File: src/rtl/ldpc_pkg.sv
// Shared constants for the LDPC hard-decision / syndrome stage: code geometry,
// the parity-check matrix stored column-wise, and the control FSM encoding.
package ldpc_pkg;

  localparam int N        = 8;
  localparam int M        = 4;
  localparam int WIDTH    = 8;
  localparam int MAX_ITER = 10;
  localparam int ITER_W   = 7;

  // Column j of H as an M-bit mask. A 1 in bit j of the codeword flips every
  // parity check whose row bit is set in H_COL[j].
  localparam logic [M-1:0] H_COL [N] = '{
    4'b0011, 4'b0101, 4'b1001, 4'b0110,
    4'b1010, 4'b1100, 4'b0111, 4'b1110
  };

  typedef enum logic [1:0] {
    ST_IDLE    = 2'd0,
    ST_COLLECT = 2'd1,
    ST_CHECK   = 2'd2,
    ST_DONE    = 2'd3
  } state_t;

endpackage

File: src/rtl/ldpc_syndrome_acc.sv
// Running syndrome accumulator: XORs in the H column of every hard-decided 1.
// A clear together with enable restarts the syndrome from the current sample.
module ldpc_syndrome_acc #(
  parameter int M = 4
) (
  input  logic         clk,
  input  logic         xrst,
  input  logic         clear,
  input  logic         enable,
  input  logic         hard_bit,
  input  logic [M-1:0] col,
  output logic [M-1:0] syn
);

  logic [M-1:0] contrib;

  assign contrib = hard_bit ? col : '0;

  // Accumulate on each accepted sample; clear drops any partial syndrome.
  always_ff @(posedge clk or negedge xrst) begin
    if (!xrst) begin
      syn <= '0;
    end else if (enable) begin
      syn <= (clear ? '0 : syn) ^ contrib;
    end else if (clear) begin
      syn <= '0;
    end
  end

endmodule

File: src/rtl/ldpc_decision.sv
// Hard-decision and syndrome check for one LDPC frame of N posterior LLRs.
// Collects N samples (gaps allowed), then checks the syndrome and issues a
// pass/stop decision two cycles after the last sample is accepted.
module ldpc_decision
  import ldpc_pkg::*;
#(
  parameter int N        = ldpc_pkg::N,
  parameter int M        = ldpc_pkg::M,
  parameter int WIDTH    = ldpc_pkg::WIDTH,
  parameter int MAX_ITER = ldpc_pkg::MAX_ITER
) (
  input  logic             clk,
  input  logic             xrst,
  input  logic             i_val,
  input  logic             i_first,
  input  logic [WIDTH-1:0] i_data,
  input  logic [6:0]       i_iter,
  output logic [N-1:0]     o_data,
  output logic             o_val,
  output logic             o_pass,
  output logic             o_stop,
  output logic             o_err
);

  localparam int                       IDX_W      = $clog2(N);
  localparam logic [IDX_W-1:0]         LAST_IDX   = IDX_W'(N - 1);
  localparam logic [6:0]               ITER_LIMIT = 7'(MAX_ITER);
  localparam logic signed [WIDTH-1:0]  LLR_ZERO   = '0;

  state_t state, state_nxt;

  logic [IDX_W-1:0]         idx;
  logic [IDX_W-1:0]         wr_idx;
  logic [6:0]               iter_lat;
  logic [N-1:0]             bits;
  logic [M-1:0]             syn;
  logic [M-1:0]             col;
  logic signed [WIDTH-1:0]  llr;
  logic                     hard_bit;
  logic                     start;
  logic                     take;
  logic                     check;
  logic                     err;

  logic                     vld_p0;
  logic [N-1:0]             data_p0;
  logic                     pass_p0;
  logic                     stop_p0;

  assign llr      = i_data;
  assign hard_bit = (llr < LLR_ZERO);
  assign wr_idx   = start ? '0 : idx;
  assign col      = H_COL[wr_idx];

  // State register.
  always_ff @(posedge clk or negedge xrst) begin
    if (!xrst) begin
      state <= ST_IDLE;
    end else begin
      state <= state_nxt;
    end
  end

  // Next state and per-cycle control strobes.
  always_comb begin
    state_nxt = state;
    start     = 1'b0;
    take      = 1'b0;
    check     = 1'b0;
    err       = 1'b0;
    unique case (state)
      ST_IDLE, ST_DONE: begin
        if (i_val) begin
          if (i_first) begin
            start     = 1'b1;
            state_nxt = ST_COLLECT;
          end else begin
            err = 1'b1;
          end
        end
      end
      ST_COLLECT: begin
        if (i_val) begin
          if (i_first) begin
            start = 1'b1;
            err   = 1'b1;
          end else begin
            take = 1'b1;
            if (idx == LAST_IDX) begin
              state_nxt = ST_CHECK;
            end
          end
        end
      end
      ST_CHECK: begin
        check     = 1'b1;
        err       = i_val;
        state_nxt = ST_DONE;
      end
      default: state_nxt = ST_IDLE;
    endcase
  end

  // Sample index and iteration count latched with sample 0.
  always_ff @(posedge clk or negedge xrst) begin
    if (!xrst) begin
      idx      <= '0;
      iter_lat <= '0;
    end else if (start) begin
      idx      <= IDX_W'(1);
      iter_lat <= i_iter;
    end else if (take && (idx != LAST_IDX)) begin
      idx <= idx + 1'b1;
    end
  end

  // Hard-decision bits, bit j written by sample j; a restart clears the rest.
  always_ff @(posedge clk) begin
    if (start) begin
      bits <= N'(hard_bit);
    end else if (take) begin
      bits[idx] <= hard_bit;
    end
  end

  ldpc_syndrome_acc #(
    .M (M)
  ) u_syn (
    .clk      (clk),
    .xrst     (xrst),
    .clear    (start),
    .enable   (start | take),
    .hard_bit (hard_bit),
    .col      (col),
    .syn      (syn)
  );

  // ---- stage p0: syndrome decision taken in CHECK ----
  always_ff @(posedge clk or negedge xrst) begin
    if (!xrst) begin
      vld_p0 <= 1'b0;
    end else begin
      vld_p0 <= check;
    end
  end

  // Decision data for stage p0.
  always_ff @(posedge clk) begin
    if (check) begin
      data_p0 <= bits;
      pass_p0 <= (syn == '0);
      stop_p0 <= (syn == '0) | (iter_lat >= ITER_LIMIT);
    end
  end

  // ---- output stage: results held until the next decision ----
  always_ff @(posedge clk or negedge xrst) begin
    if (!xrst) begin
      o_val  <= 1'b0;
      o_data <= '0;
      o_pass <= 1'b0;
      o_stop <= 1'b0;
      o_err  <= 1'b0;
    end else begin
      o_val <= vld_p0;
      o_err <= err;
      if (vld_p0) begin
        o_data <= data_p0;
        o_pass <= pass_p0;
        o_stop <= stop_p0;
      end
    end
  end

endmodule

File: config.mk
export PLATFORM = sky130hd
export DESIGN_NAME = ldpc_decision
export DESIGN_NICKNAME = d
export VERILOG_FILES = /design/src/rtl/ldpc_pkg.sv /design/src/rtl/ldpc_syndrome_acc.sv /design/src/rtl/ldpc_decision.sv
export SDC_FILE = /design/constraint.sdc
export NUM_CORES = 1
export LEC_CHECK = 0
export ABC_AREA = 1
export BUFFER_PORTS_ARGS = -buffer_cell sky130_fd_sc_hd__buf_2
export CAP_MARGIN = 15
export CORE_UTILIZATION = 40
export CTS_CLUSTER_SIZE = 28
export DETAILED_ROUTE_END_ITERATION = 8
export GPL_TIMING_DRIVEN = 1
export PLACE_DENSITY = 0.65
export SLEW_MARGIN = 20
export SYNTH_ARGS = -nofsm -noshare
export SYNTH_HDL_FRONTEND = slang
export SYNTH_SLANG_ARGS = --single-unit
File: constraint.sdc
create_clock -name clk -period 3 [get_ports clk]
set_input_delay 0.6 -clock clk [delete_from_list [all_inputs] [get_ports clk]]
set_output_delay 0.6 -clock clk [all_outputs]
set_load 0.005 [all_outputs]
# Yosys cells after proc, flatten, opt, wreduce, memory -nomap -nowiden

Memory sizes are Yosys's and may differ from the RTL's.
Index checks and enable logic that the tools add are counted.

Add/subtract/negate cells: 1
Order comparisons: 5
Eq/ne operators: 10
Muxes and demuxes: 27
Bitwise operators: 4
Reductions and logical operators: 9

Operators with widths:

| kind                  | count |
|---|---|
| $mux W4               | 5 |
| $mux W1               | 10 |
| $mux W2               | 5 |
| $ne A2 B2 Y1 const B  | 5 |
| $mux W3               | 3 |
| $bwmux W8             | 1 |
| $lt A8 B1 Y1 const B  | 1 |
| $ge A7 B4 Y1 const B  | 1 |
| $pmux W2 S3           | 1 |
| $reduce_and A5 Y1     | 1 |
| $eq A2 B2 Y1 const B  | 2 |
| $ge A4 B4 Y1 const B  | 1 |
| $logic_not A4 Y1      | 1 |
| $lt A3 B4 Y1 const B  | 1 |
| $not A3 Y4            | 1 |
| $reduce_bool A2 Y1    | 2 |
| $xor A4 B4 Y4         | 1 |
| $add A3 B1 Y3 const B | 1 |
| $demux W1 S3          | 1 |
| $eq A3 B3 Y1 const B  | 1 |
| $ge A3 B1 Y1 const B  | 1 |
| $ne A3 B3 Y1 const B  | 1 |
| $pmux W1 S3           | 1 |
| $reduce_or A3 Y1      | 1 |
| 5 further kinds       | 7 |

Bits in registers: 47
ROM bits: 32
Input bits: 19
Output and inout port bits: 12
Word-level logic and storage cells: 72
Memories: 1

Memory list:

| memory           | depth | bits a word | read ports | clocked after memory_dff | wr ports | line                | source |
|---|---|---|---|---|---|---|---|
| (name not given) | 8     | 4           | 1          | 0                        | 0        | ldpc_decision.sv:53 | `assign col = H_COL[wr_idx];` |

# Logic depth before layout (Yosys ltp)

Gate-level depths: netlist of the first run.

Depth after elaboration: 11
Mapped depth: 14
Gate-level depth less buffers: 13

# Hierarchy

A second synthesis of the first run with hierarchy kept.

Cell total of the unflattened synthesis: 217
Area, all modules: 1996.9 sq um

By module, submodules not included:

| module            | instances | cells an instance | area each (sq um) | seq. area each (sq um) |
|---|---|---|---|---|
| ldpc_decision     | 1         | 188               | 1798.0            | 1071.0 |
| ldpc_syndrome_acc | 1         | 29                | 198.9             | 100.1 |

# Least setup slack after synthesis of the first run

No wires, ideal clock.

Path kind: reg-to-reg
Start: register state[0]
End: register u_syn.syn[1]
Data arrival time: 1.769 ns
Data required time: 2.878 ns
Path slack: 1.109 ns
Stages on the path, launching flop included: 15
Buffers on the path: 1
Cell sequence: dfrtp_1 -> inv_1 -> ha_1 -> inv_1 -> nand3_2 -> buf_6 -> nand2_1 -> inv_1 -> ha_1 -> inv_1 -> nand2_1 -> nand2_1 -> nor2_1 -> nor2_1 -> nor2_1

Longest elaborated chain between the ends: 11
Elaborated cells between the ends (all ways): 16

Ends and longest elaborated chain:

| element                                     | line                    | source |
|---|---|---|
| start, declared                             | ldpc_decision.sv:30     | `state_t state, state_nxt;` |
| start signal, assigned                      | ldpc_decision.sv:60     | `state <= state_nxt;` |
| $eq A2 B1 Y1, or another cell as far along  | ldpc_decision.sv:71     | `unique case (state)` |
| $reduce_or A3 Y1 (no line)                  | --                      |  |
| $mux W1                                     | --                      |  |
| $mux W3                                     | ldpc_decision.sv:52     | `assign wr_idx = start ? '0 : idx;` |
| $not A3 Y4 (implied by the code)            | ldpc_decision.sv:53     |  |
| $mem_v2 Z8 W4                               | --                      |  |
| $mux W4 (implied by the code) (2 in series) | ldpc_decision.sv:53     |  |
| $mux W4                                     | ldpc_syndrome_acc.sv:17 | `assign contrib = hard_bit ? col : '0;` |
| $xor A4 B4 Y4                               | ldpc_syndrome_acc.sv:24 | `syn <= (clear ? '0 : syn) ^ contrib;` |
| $mux W4 (*)                                 | ldpc_syndrome_acc.sv:23 | `end else if (enable) begin` |
| end signal, assigned                        | ldpc_syndrome_acc.sv:24 |  |
| end, declared                               | ldpc_syndrome_acc.sv:12 | `output logic [M-1:0] syn` |

Mark *: on every way between the ends. The rest lies on a longest branch, timed or not. The select of a mux whose other input is x is not followed.
A chain may end at the register's enable or synchronous reset.

# Worst setup path after layout of the first run

Same ends and word-level chain as after synthesis.

==> results of run 1 <==
critical path, stage by stage (launching register included):
cell	delay (ps)
dfrtp_1	370
inv_1	50
ha_1	180
buf_4	180
inv_1	90
nand3_2	360
nand2_1	160
inv_1	70
ha_1	260
inv_1	30
nand2_1	50
nand2_1	60
nor3_1	140
nor2_1	70
cell usage after synthesis:
master	instances	share of area, %
inv_1	26	4.8
nand3_2	1	0.50
mux2_2	10	5.6
buf_2	5	1.2
dfrtp_1	28	35
edfxtp_1	11	16
clkinv_1	1	0.19
clkbuf_1	1	0.19
nand2_2	2	0.62
nor3_1	2	0.50
nand4_1	2	0.62
o21ai_0	12	3.0
nand2_1	48	8.9
nor2_1	14	2.6
buf_6	1	0.56
ha_1	5	3.1
a21oi_1	10	2.5
a31oi_1	1	0.31
a21oi_4	1	0.81
nand3_4	1	0.87
nor2_4	1	0.56
dfxtp_1	7	6.9
nor2_2	1	0.31
a22o_1	1	0.43
nand3_1	15	3.7
power by group through the flow:
stage	logic, W	clock network (W)	registers, W
4_1_cts	0.000699	0.000462	0.00102
5_1_grt	0.000813	0.000481	0.00105
3_5_place_dp	0.000694	0	0.00104
3_3_place_gp	0.000677	0	0.00103
6_report	0.000687	0.000448	0.00102
2_1_floorplan	0.000548	0	0.000989
layout make-up:
type / instances / area [sq um] / share of cell area, %
sequential: 46 / 1170 / 51.0
multi-input combinational: 127 / 704 / 30.7
timing repair buffer: 24 / 125 / 5.45
inverter: 27 / 101 / 4.41
tap: 67 / 83.8 / 3.65
clock buffer: 6 / 72.6 / 3.16
clock inverter: 2 / 37.5 / 1.63
cell usage in the layout (no fill, tap or decap):
master	n
nand3_2	1
inv_1	26
mux2_2	10
dfrtp_1	28
nand3_1	15
nor2_1	14
clkbuf_8	5
clkinv_1	1
nand2_1	48
ha_1	5
dfxtp_1	7
bufinv_16	1
nand2_2	2
a31oi_1	1
nand3_4	1
buf_4	2
clkinvlp_4	1
nor2_2	1
edfxtp_1	11
nor3_1	2
a22o_1	1
nor2_4	1
buf_2	22
clkbuf_1	1
nand4_1	2
a21oi_1	10
o21ai_0	12
a21oi_4	1
per-stage QoR:
stage	utilization [%]	worst slack (ps)	hold slack, ps
after floorplan	-	1110	304
after global placement	45.7	840	403
after detailed placement	45.7	804	406
after CTS	48.0	774	339
after global routing	48.0	544	357
final	48.0	812	319
sequential cells by signal, summed over array words and instances (netlist names), 2 cells and up:
signal,flops
idx,3
u_syn.syn,4
data_p0,8
state,2
bits,8
iter_lat,6
o_data,8
worst min-delay path by stage:
stage,end,slack (ps),cells after the start
after floorplan,idx[0]$_DFFE_PN0P_,300,0
after global placement,data_p0[0]$_DFFE_PN_,400,0
after detailed placement,data_p0[0]$_DFFE_PN_,410,0
after CTS,idx[0]$_DFFE_PN0P_,340,1
after global routing,o_stop$_DFFE_PN0P_,360,1
final,o_stop$_DFFE_PN0P_,320,1
kinds of logic after synthesis:
logic type,after synthesis
muxes,10
adders and majority gates,5
buffers and inverters,34
AOI/OAI and AO/OA,25
and+or+nand+nor,87
DFF,46
layer usage:
metal / track usage, % / part of all wire (%) / routed length (um) / vias up
li1: - / - / - / 719
met1: 15.8 / 46 / 1430 / 638
met2: 21.5 / 48 / 1480 / 19
met3: 4.14 / 3.1 / 96 / 6
met4: 6.75 / 1.9 / 59 / 0
met5: 0 / 0 / 0 / -
==> impl_metrics.toml, run 1 <==
[timing]
finalCritPeriodShare_pct = 72.9
worst_pin_slew_ps = 632
rsz0062_at_grt = "no"
drv_slew = 0
hold_viol_final = 0
skew_ps = 6.60
setup_viol = 0
min_period_ps = 2190
max_slew_margin_pct = 57.9
setup-tns-final_ps = 0
max_freq_ghz = 0.457

[power_and_ir_drop]
seqPwrFrac_pct = 47.3
ir_drop_uv = 271
power.density_nw_per_um2 = 937
pwr-share-clk_pct = 20.8
switching_share_pct = 32.9
p_switching_w = 0.000707
total_power_w = 0.00215
p_int_w = 0.00144
p_leak_nw = 1.08
combPwrFrac_pct = 31.9

[finish]
fin_cells = 299
num-nets-final = 255
area_growth_pct = 13.8
fillers = 487
n_antenna_cell = 0
drive_gt1_share_pct = 20.7
final_area_sq_um = 2300

[clock_tree]
htreeDepth = 2
cts_tree = "built"
clk_latency_ps = 290
cts_root_buf = "clkbuf_8"
cts.repair.resized = 0
cts_made_buffers = 5
cts_hold_repair.buffers = 0
clockBufferDepth = 2
cts_setup_buffers = 0
cts_sinks = 46
clkTransAtPathRegs_ps = 80

[logic_synthesis]
synthSimpleGateAreaFrac_pct = 19.2
yosys_warnings = 0
synth.distinct_cells = 25
mappedNetlistNets = 231
synth_adder_area_share_pct = 3.10
synth_compound_area_share_pct = 7.01
ys_ff_latch = 46
synth_top_family_by_area = "simple AND/OR/NAND/NOR gates"
synth_area_sq_um = 2020
yosysSeqAreaShare_pct = 58.1
syn_inst = 207
synth.avg_cell_area_sq_um = 9.74
synth-xor-area-share_pct = 0
synth_mux_area_share_pct = 5.58

[worst_setup_path]
reg2reg_slack_ps = 810
startpoint = "state[0]$_DFFE_PN0P_"
endpoint_kind = "flop"
crit_arrival_ps = 2370
crit_type = "flop to flop"
start_kind = "flop"
rr_worst_depth = 13
cp_max_fo = 21
required_ps = 3180
reg2reg_from = "state[0]$_DFFE_PN0P_"
r2r-end = "u_syn.syn[1]$_DFF_PN0_"
cp-endpoint = "u_syn.syn[1]$_DFF_PN0_"

[drt]
drt_iter0_drc = 61
avgRoutedWirePerCell_um = 10.3
finalWirelength_mm = 3.07
vias_per_cell = 4.62
dr.pass1.iters = 4
drc = 0
ant_nets = 0
num_vias = 1382

[placement]
hpwl_mm = 2.19
placement.io_buffers = 22
gp_congestion = 0.758
dp_cells = 291
place_area_sq_um = 2190

[global_routing]
grt_max_degree = 29
grt_pass1_vias = 1229
grt_antenna_before_repair = 0
grt_pass1_wl_mm = 5.35
grt_overflow = 0
gr-usage-all-layers_pct = 13.2

[floorplanning]
coreArea_sq_um = 4790
row_count = 25
dieWidth_um = 73.0
die-area_sq_um = 5330
die_h_um = 73.0
io_pins = 31
start_util_pct = 42.1

[job]
drv_cap = 0

[outcome]
status = "complete, no violations"

[min_path]
hold_class = "input port to async pin"
No activity file was read; power rests on OpenSTA's default activity.
==> run 2: changes to the inputs <==
==> constraint.sdc (replaced) <==
create_clock -name clk -period 2.2 [get_ports clk]
set_input_delay 0.44 -clock clk [delete_from_list [all_inputs] [get_ports clk]]
set_output_delay 0.44 -clock clk [all_outputs]
set_load 0.005 [all_outputs]
==> run 2 against run 1 <==
  * Highest routed layer unchanged
  * Critical path depth shrank 3
  * Maximum frequency up 18%
  * Design area down 0.87%
  * Combinational power is 37% higher
  * Worst setup slack got worse by 460 ps
  * Routed wire length is 2.9% lower
  * Clock skew shrank 1.5 ps
  * Count of clock-buffer cells in the layout unchanged
  * Die area unchanged
  * Worst hold slack worse by 150 ps
  * Critical endpoint is now u_syn.syn[0]$_DFF_PN0_
==> impl_metrics.toml, run 2 (same netlist as run 1, synthesis figures left out) <==
[outcome]
status = "complete, no violations"

[worst_setup_path]
reg2reg_from = "state[0]$_DFFE_PN0P_"
start_kind = "flop"
reg2reg_slack_ps = 350
required_ps = 2390
cp_max_fo = 15
r2r-end = "u_syn.syn[0]$_DFF_PN0_"
crit_arrival_ps = 2040
rr_worst_depth = 10
crit_type = "flop to flop"
endpoint_kind = "flop"

[finish]
layout_commonest_cell = "nand2_1"
top_regs = "bits: 8 flops, data_p0: 8 flops, o_data: 8 flops"
mostFrequentLayoutCells = "nand2_1 (48), dfrtp_1 (28), inv_1 (26)"
fin_util_pct = 47.6
num-nets-final = 256
n_antenna_cell = 0
area_growth_pct = 12.8
drive_gt1_share_pct = 21.0

[clock_tree]
clk_latency_ps = 280
clkTransAtPathRegs_ps = 80
cts_hold_repair.buffers = 0
clockBufferDepth = 2
cts.repair.resized = 0
cts_setup_buffers = 0
cts_tree = "built"
cts_sinks = 46
cts_made_buffers = 5
htreeDepth = 2
cts_root_buf = "clkbuf_8"

[timing]
setup_viol = 0
max_freq_ghz = 0.540
layout_setup_ws_ps = 347
min_period_ps = 1850
rsz0062_at_grt = "no"
setup-tns-final_ps = 0
finalCritPeriodShare_pct = 84.2
worst_pin_slew_ps = 628
hold_viol_final = 0
skew_ps = 5.11
drv_slew = 0
max_slew_margin_pct = 58.1

[power_and_ir_drop]
ir_drop_uv = 332
p_leak_nw = 1.08
power.density_nw_per_um2 = 1230
total_power_w = 0.00280

[drt]
avgRoutedWirePerCell_um = 9.93
drc = 0
finalWirelength_mm = 2.98
ant_nets = 0
drt_iter0_drc = 22
num_vias = 1364
dr.pass1.iters = 4
vias_per_cell = 4.55

[min_path]
hold_class = "input port to async pin"

[floorplanning]
start_util_pct = 42.1
dieWidth_um = 73.0
die-area_sq_um = 5330
die_h_um = 73.0
coreArea_sq_um = 4790
row_count = 25
io_pins = 31

[placement]
placement.io_buffers = 22
gp_congestion = 0.762
place_ws_ps = 306
hpwl_mm = 2.17

[global_routing]
grt_max_degree = 29
grt_antenna_before_repair = 0
grt_pass1_wl_mm = 5.27
grt_overflow = 0
grt_pass1_vias = 1248
gr-usage-all-layers_pct = 12.8

[job]
drv_cap = 0
run 2: cell count changes in the layout (fill, tap and decap cells not counted):
| cell | previous run | this run |
|---|---|---|
| buf_4 | 2 | 3 |
| bufinv_16 | 1 | 0 |
| clkinvlp_4 | 1 | 0 |
| clkinv_2 | 0 | 2 |
run 2: how the worst max path moves through the flow:
stage | slack (ps) | cells past startpoint | start | end
4_1_cts | 290 | 10 | state[0]$_DFFE_PN0P_ | u_syn.syn[0]$_DFF_PN0_
3_5_place_dp | 310 | 12 | state[0]$_DFFE_PN0P_ | u_syn.syn[3]$_DFF_PN0_
3_3_place_gp | 330 | 12 | state[0]$_DFFE_PN0P_ | u_syn.syn[3]$_DFF_PN0_
6_report | 350 | 10 | state[0]$_DFFE_PN0P_ | u_syn.syn[0]$_DFF_PN0_
5_1_grt | 70 | 12 | state[0]$_DFFE_PN0P_ | u_syn.syn[3]$_DFF_PN0_
2_1_floorplan | 310 | 14 | state[0]$_DFFE_PN0P_ | u_syn.syn[1]$_DFF_PN0_
run 2: power breakdown:
| group | total, W | internal, W | switching (W) |
|---|---|---|---|
| sequential | 0.00139 | 0.00121 | 0.000180 |
| combinational | 0.000938 | 0.000429 | 0.000509 |
| clock | 0.000476 | 0.000220 | 0.000255 |
| total | 0.00280 | 0.00186 | 0.000944 |
run 2: layer usage:
layer / global-route usage, % / share of wire [%] / vias up
met5: 0 / 0 / -
met2: 21.0 / 48 / 21
met4: 5.88 / 0.94 / 0
met1: 15.8 / 47 / 620
li1: - / - / 721
met3: 3.18 / 3.7 / 2
run 2: layout make-up:
| cell class | count | area [sq um] |
|---|---|---|
| Clock buffer | 6 | 72.6 |
| Tap cell | 67 | 83.8 |
| Timing Repair Buffer | 25 | 133 |
| Clock inverter | 2 | 10.0 |
| Sequential cell | 46 | 1170 |
| Fill cell | 481 | 2510 |
| Multi-Input combinational cell | 127 | 704 |
| Inverter | 27 | 101 |
run 2: worst max-delay path, cell delays in order, from the launching register on:
cell      delay [ps]
dfrtp_1          400
inv_1             60
ha_1             160
inv_1             60
nand3_2          120
buf_4            230
clkinv_1         300
nor2_1           220
nand3_1           90
nand2_1           70
inv_1             30
run 2: through the flow:
step | instances | hold WS (ps) | instance area, sq um
2_1_floorplan | 207 | 144 | 2020
3_3_place_gp | 292 | 403 | 2190
3_5_place_dp | 292 | 405 | 2190
4_1_cts | 300 | 195 | 2280
5_1_grt | 300 | 217 | 2280
6_report | 300 | 167 | 2280
==> run 3: changes to the inputs <==
--- a/config.mk
+++ b/config.mk
@@ -5,7 +5,7 @@
 export SDC_FILE = /design/constraint.sdc
 export NUM_CORES = 1
 export LEC_CHECK = 0
-export ABC_AREA = 1
+export ABC_AREA = 0
 export BUFFER_PORTS_ARGS = -buffer_cell sky130_fd_sc_hd__buf_2
 export CAP_MARGIN = 15
 export CORE_UTILIZATION = 40
==> constraint.sdc (replaced) <==
create_clock -name clk -period 1.78 [get_ports clk]
set_input_delay 0.356 -clock clk [delete_from_list [all_inputs] [get_ports clk]]
set_output_delay 0.356 -clock clk [all_outputs]
set_load 0.005 [all_outputs]
==> run 3 against run 2 <==
  * Sequential power shrank 8%
  * Die area rose by 0.36%
  * The flow now finishes with violations (setup timing)
  * Global-route usage grew 1.8 points
  * Final cell count is 5.3% lower
  * Worst setup slack worse by 450 ps
  * Total power shrank 6.9%
  * Count of clock-buffer cells in the layout shrank 1
  * Via count grew 2.5%
==> impl_metrics.toml, run 3 <==
[outcome]
status = "complete, but fails checks"
violations = "setup timing"

[drt]
num_vias = 1398
drt_iter0_drc = 50
drc = 0
avgRoutedWirePerCell_um = 12.1
vias_per_cell = 4.92
dr.pass1.iters = 4
finalWirelength_mm = 3.45
ant_nets = 0

[power_and_ir_drop]
total_power_w = 0.00261
ir_drop_uv = 436
p_leak_nw = 1.06
power.density_nw_per_um2 = 1080

[logic_synthesis]
synth_area_sq_um = 2020
mappedNetlistNets = 206
ys_ff_latch = 46
yosysSeqAreaShare_pct = 57.8
dominantRegCellSynth = "dfrtp_1"
synth.avg_cell_area_sq_um = 11.1
yosys.area.top_type_share_pct = 34.6
postSynth.asyncResetShare_pct = 60.9
synth_top_area_cell = "dfrtp_1"
synth.distinct_cells = 42
synthMostInstantiatedCell = "nand2_1"
syn_inst = 182
synth_area_leaders = "dfrtp_1 (35%), edfxtp_1 (16%), nand2_1 (7.4%), dfxtp_1 (6.9%), mux2_2 (5.6%)"
yosys-top-cells-count = "nand2_1 (40), dfrtp_1 (28), edfxtp_1 (11)"
yosys_warnings = 0
synth_enable_flop_cells = 11

[timing]
skew_ps = 4.89
worst_hold_slack_ps = 70.9
finalCritPeriodShare_pct = 106
max_slew_margin_pct = 57.7
drv_slew = 0
setup_viol = 1
min_period_ps = 1890
rsz0062_at_grt = "yes"
setup-tns-final_ps = -107
layout_setup_ws_ps = -107
worst_pin_slew_ps = 634
hold_viol_final = 0
max_freq_ghz = 0.530

[global_routing]
grt_max_degree = 29
grt_antenna_before_repair = 0
gr-usage-all-layers_pct = 14.6
grt_overflow = 0
grt_pass1_wl_mm = 5.83
grt_pass1_vias = 1308

[worst_setup_path]
endpoint_kind = "flop"
start_kind = "flop"
r2r-end = "u_syn.syn[1]$_DFF_PN0_"
cp_max_fo = 4
reg2reg_slack_ps = -110
startpoint = "state[0]$_DFFE_PN0P_"
crit_arrival_ps = 2080
reg2reg_from = "state[0]$_DFFE_PN0P_"
cp-endpoint = "u_syn.syn[1]$_DFF_PN0_"
rr_worst_depth = 9
required_ps = 1970
crit_type = "flop to flop"

[finish]
area_growth_pct = 18.9
drive_gt1_share_pct = 31.3
num-nets-final = 240
multiInputGateArea_sq_um = 806
seq_area_sq_um = 1170
fin_cells = 284
layout_commonest_cell = "nand2_1"
mostFrequentLayoutCells = "nand2_1 (40), dfrtp_1 (28), buf_2 (22)"
fillers = 433
n_antenna_cell = 0
top_regs = "bits: 8 flops, data_p0: 8 flops, o_data: 8 flops"

[floorplanning]
die-area_sq_um = 5350
coreArea_sq_um = 4790
die_h_um = 73.1
dieWidth_um = 73.1
start_util_pct = 42.3
io_pins = 31
row_count = 25

[placement]
gp_congestion = 0.825
hpwl_mm = 2.48
dp_cells = 275
placement.io_buffers = 22

[clock_tree]
cts_made_buffers = 5
clk_latency_ps = 300
clockBufferDepth = 2
htreeDepth = 2
cts_tree = "built"
clkTransAtPathRegs_ps = 80
cts_root_buf = "clkbuf_8"
cts_sinks = 46

[min_path]
hold_class = "input port to async pin"

[job]
drv_cap = 0
run 3: cell types whose count changed after synthesis, sizes merged, moves of 3 or more:
cell,change
a211oi,+3
a21oi,-7
nand3,-15
inv,-22
clkbuf,+5
nand2,-10
mux2i,+3
nand2b,+3
nor2,-6
run 3: per-stage QoR:
step	setup WS (ps)	util (%)	instance area, sq um
after global placement	-193	47.6	2280
after floorplan	-370	-	2050
after global routing	-202	50.3	2410
after CTS	-197	49.6	2370
after detailed placement	-190	47.6	2280
final	-107	50.3	2410
run 3: repair_timing:
item / in CTS / in global routing
pin swaps: 4 / 2
hold buffers: 0 / 0
gates resized for setup: 2 / 4
buffers inserted: 0 / 1
hold endpoints to repair: 0 / 0
endpoints found under the setup margin: 4 / 7
run 3: cells by family (layout without fill, tap and decap cells):
family	count (synthesis)	in the layout	synth area share, %
buffers and inverters	16	51	5.19
DFF	46	46	57.8
AOI/OAI and AO/OA	28	28	9.21
xor gates and xnor gates	2	2	0.865
and+or+nand+nor	72	72	16.7
muxes	13	13	7.05
adders and majority gates	5	5	3.09
run 3: worst min path at each step:
stage / startpoint / to / slack [ps] / cells past startpoint
floorplan: xrst / idx[0]$_DFFE_PN0P_ / 60 / 0
global placement: bits[0]$_DFFE_PP_ / data_p0[0]$_DFFE_PN_ / 400 / 0
detailed placement: xrst / o_data[7]$_DFFE_PN0P_ / 420 / 1
CTS: xrst / o_data[5]$_DFFE_PN0P_ / 90 / 1
global route: xrst / o_data[7]$_DFFE_PN0P_ / 110 / 1
finish: xrst / o_data[7]$_DFFE_PN0P_ / 70 / 1
run 3: area by class of cell:
type / instances / share of cell area (%)
sequential: 46 / 48.7
multi-input combinational: 120 / 33.5
timing repair buffer: 39 / 9.88
tap: 67 / 3.48
clock buffer: 5 / 2.86
clock inverter: 3 / 0.988
inverter: 4 / 0.624
run 3: critical path, cell delays in order, from the launching register on:
cell	delay [ps]
dfrtp_1	370
inv_2	60
ha_4	150
or2_4	240
and2_4	170
ha_4	260
nor2_2	30
a211oi_2	140
o221ai_1	150
a32o_1	220
run 3: power breakdown:
| group | internal (W) | switching, W | total [W] | leakage, nW |
|---|---|---|---|---|
| sequential | 0.00119 | 0.0000872 | 0.00128 | 0.528 |
| clock | 0.000281 | 0.000364 | 0.000644 | 0.0408 |
| combinational | 0.000351 | 0.000333 | 0.000684 | 0.496 |
| total | 0.00182 | 0.000784 | 0.00261 | 1.06 |
run 3: layer usage:
layer,track usage [%],part of all wire [%],vias to the layer above
met3,3.31,2.9,9
met4,8.06,2.6,0
met2,24.5,49,29
met1,17.2,46,663
li1,-,-,697
met5,0,0,-
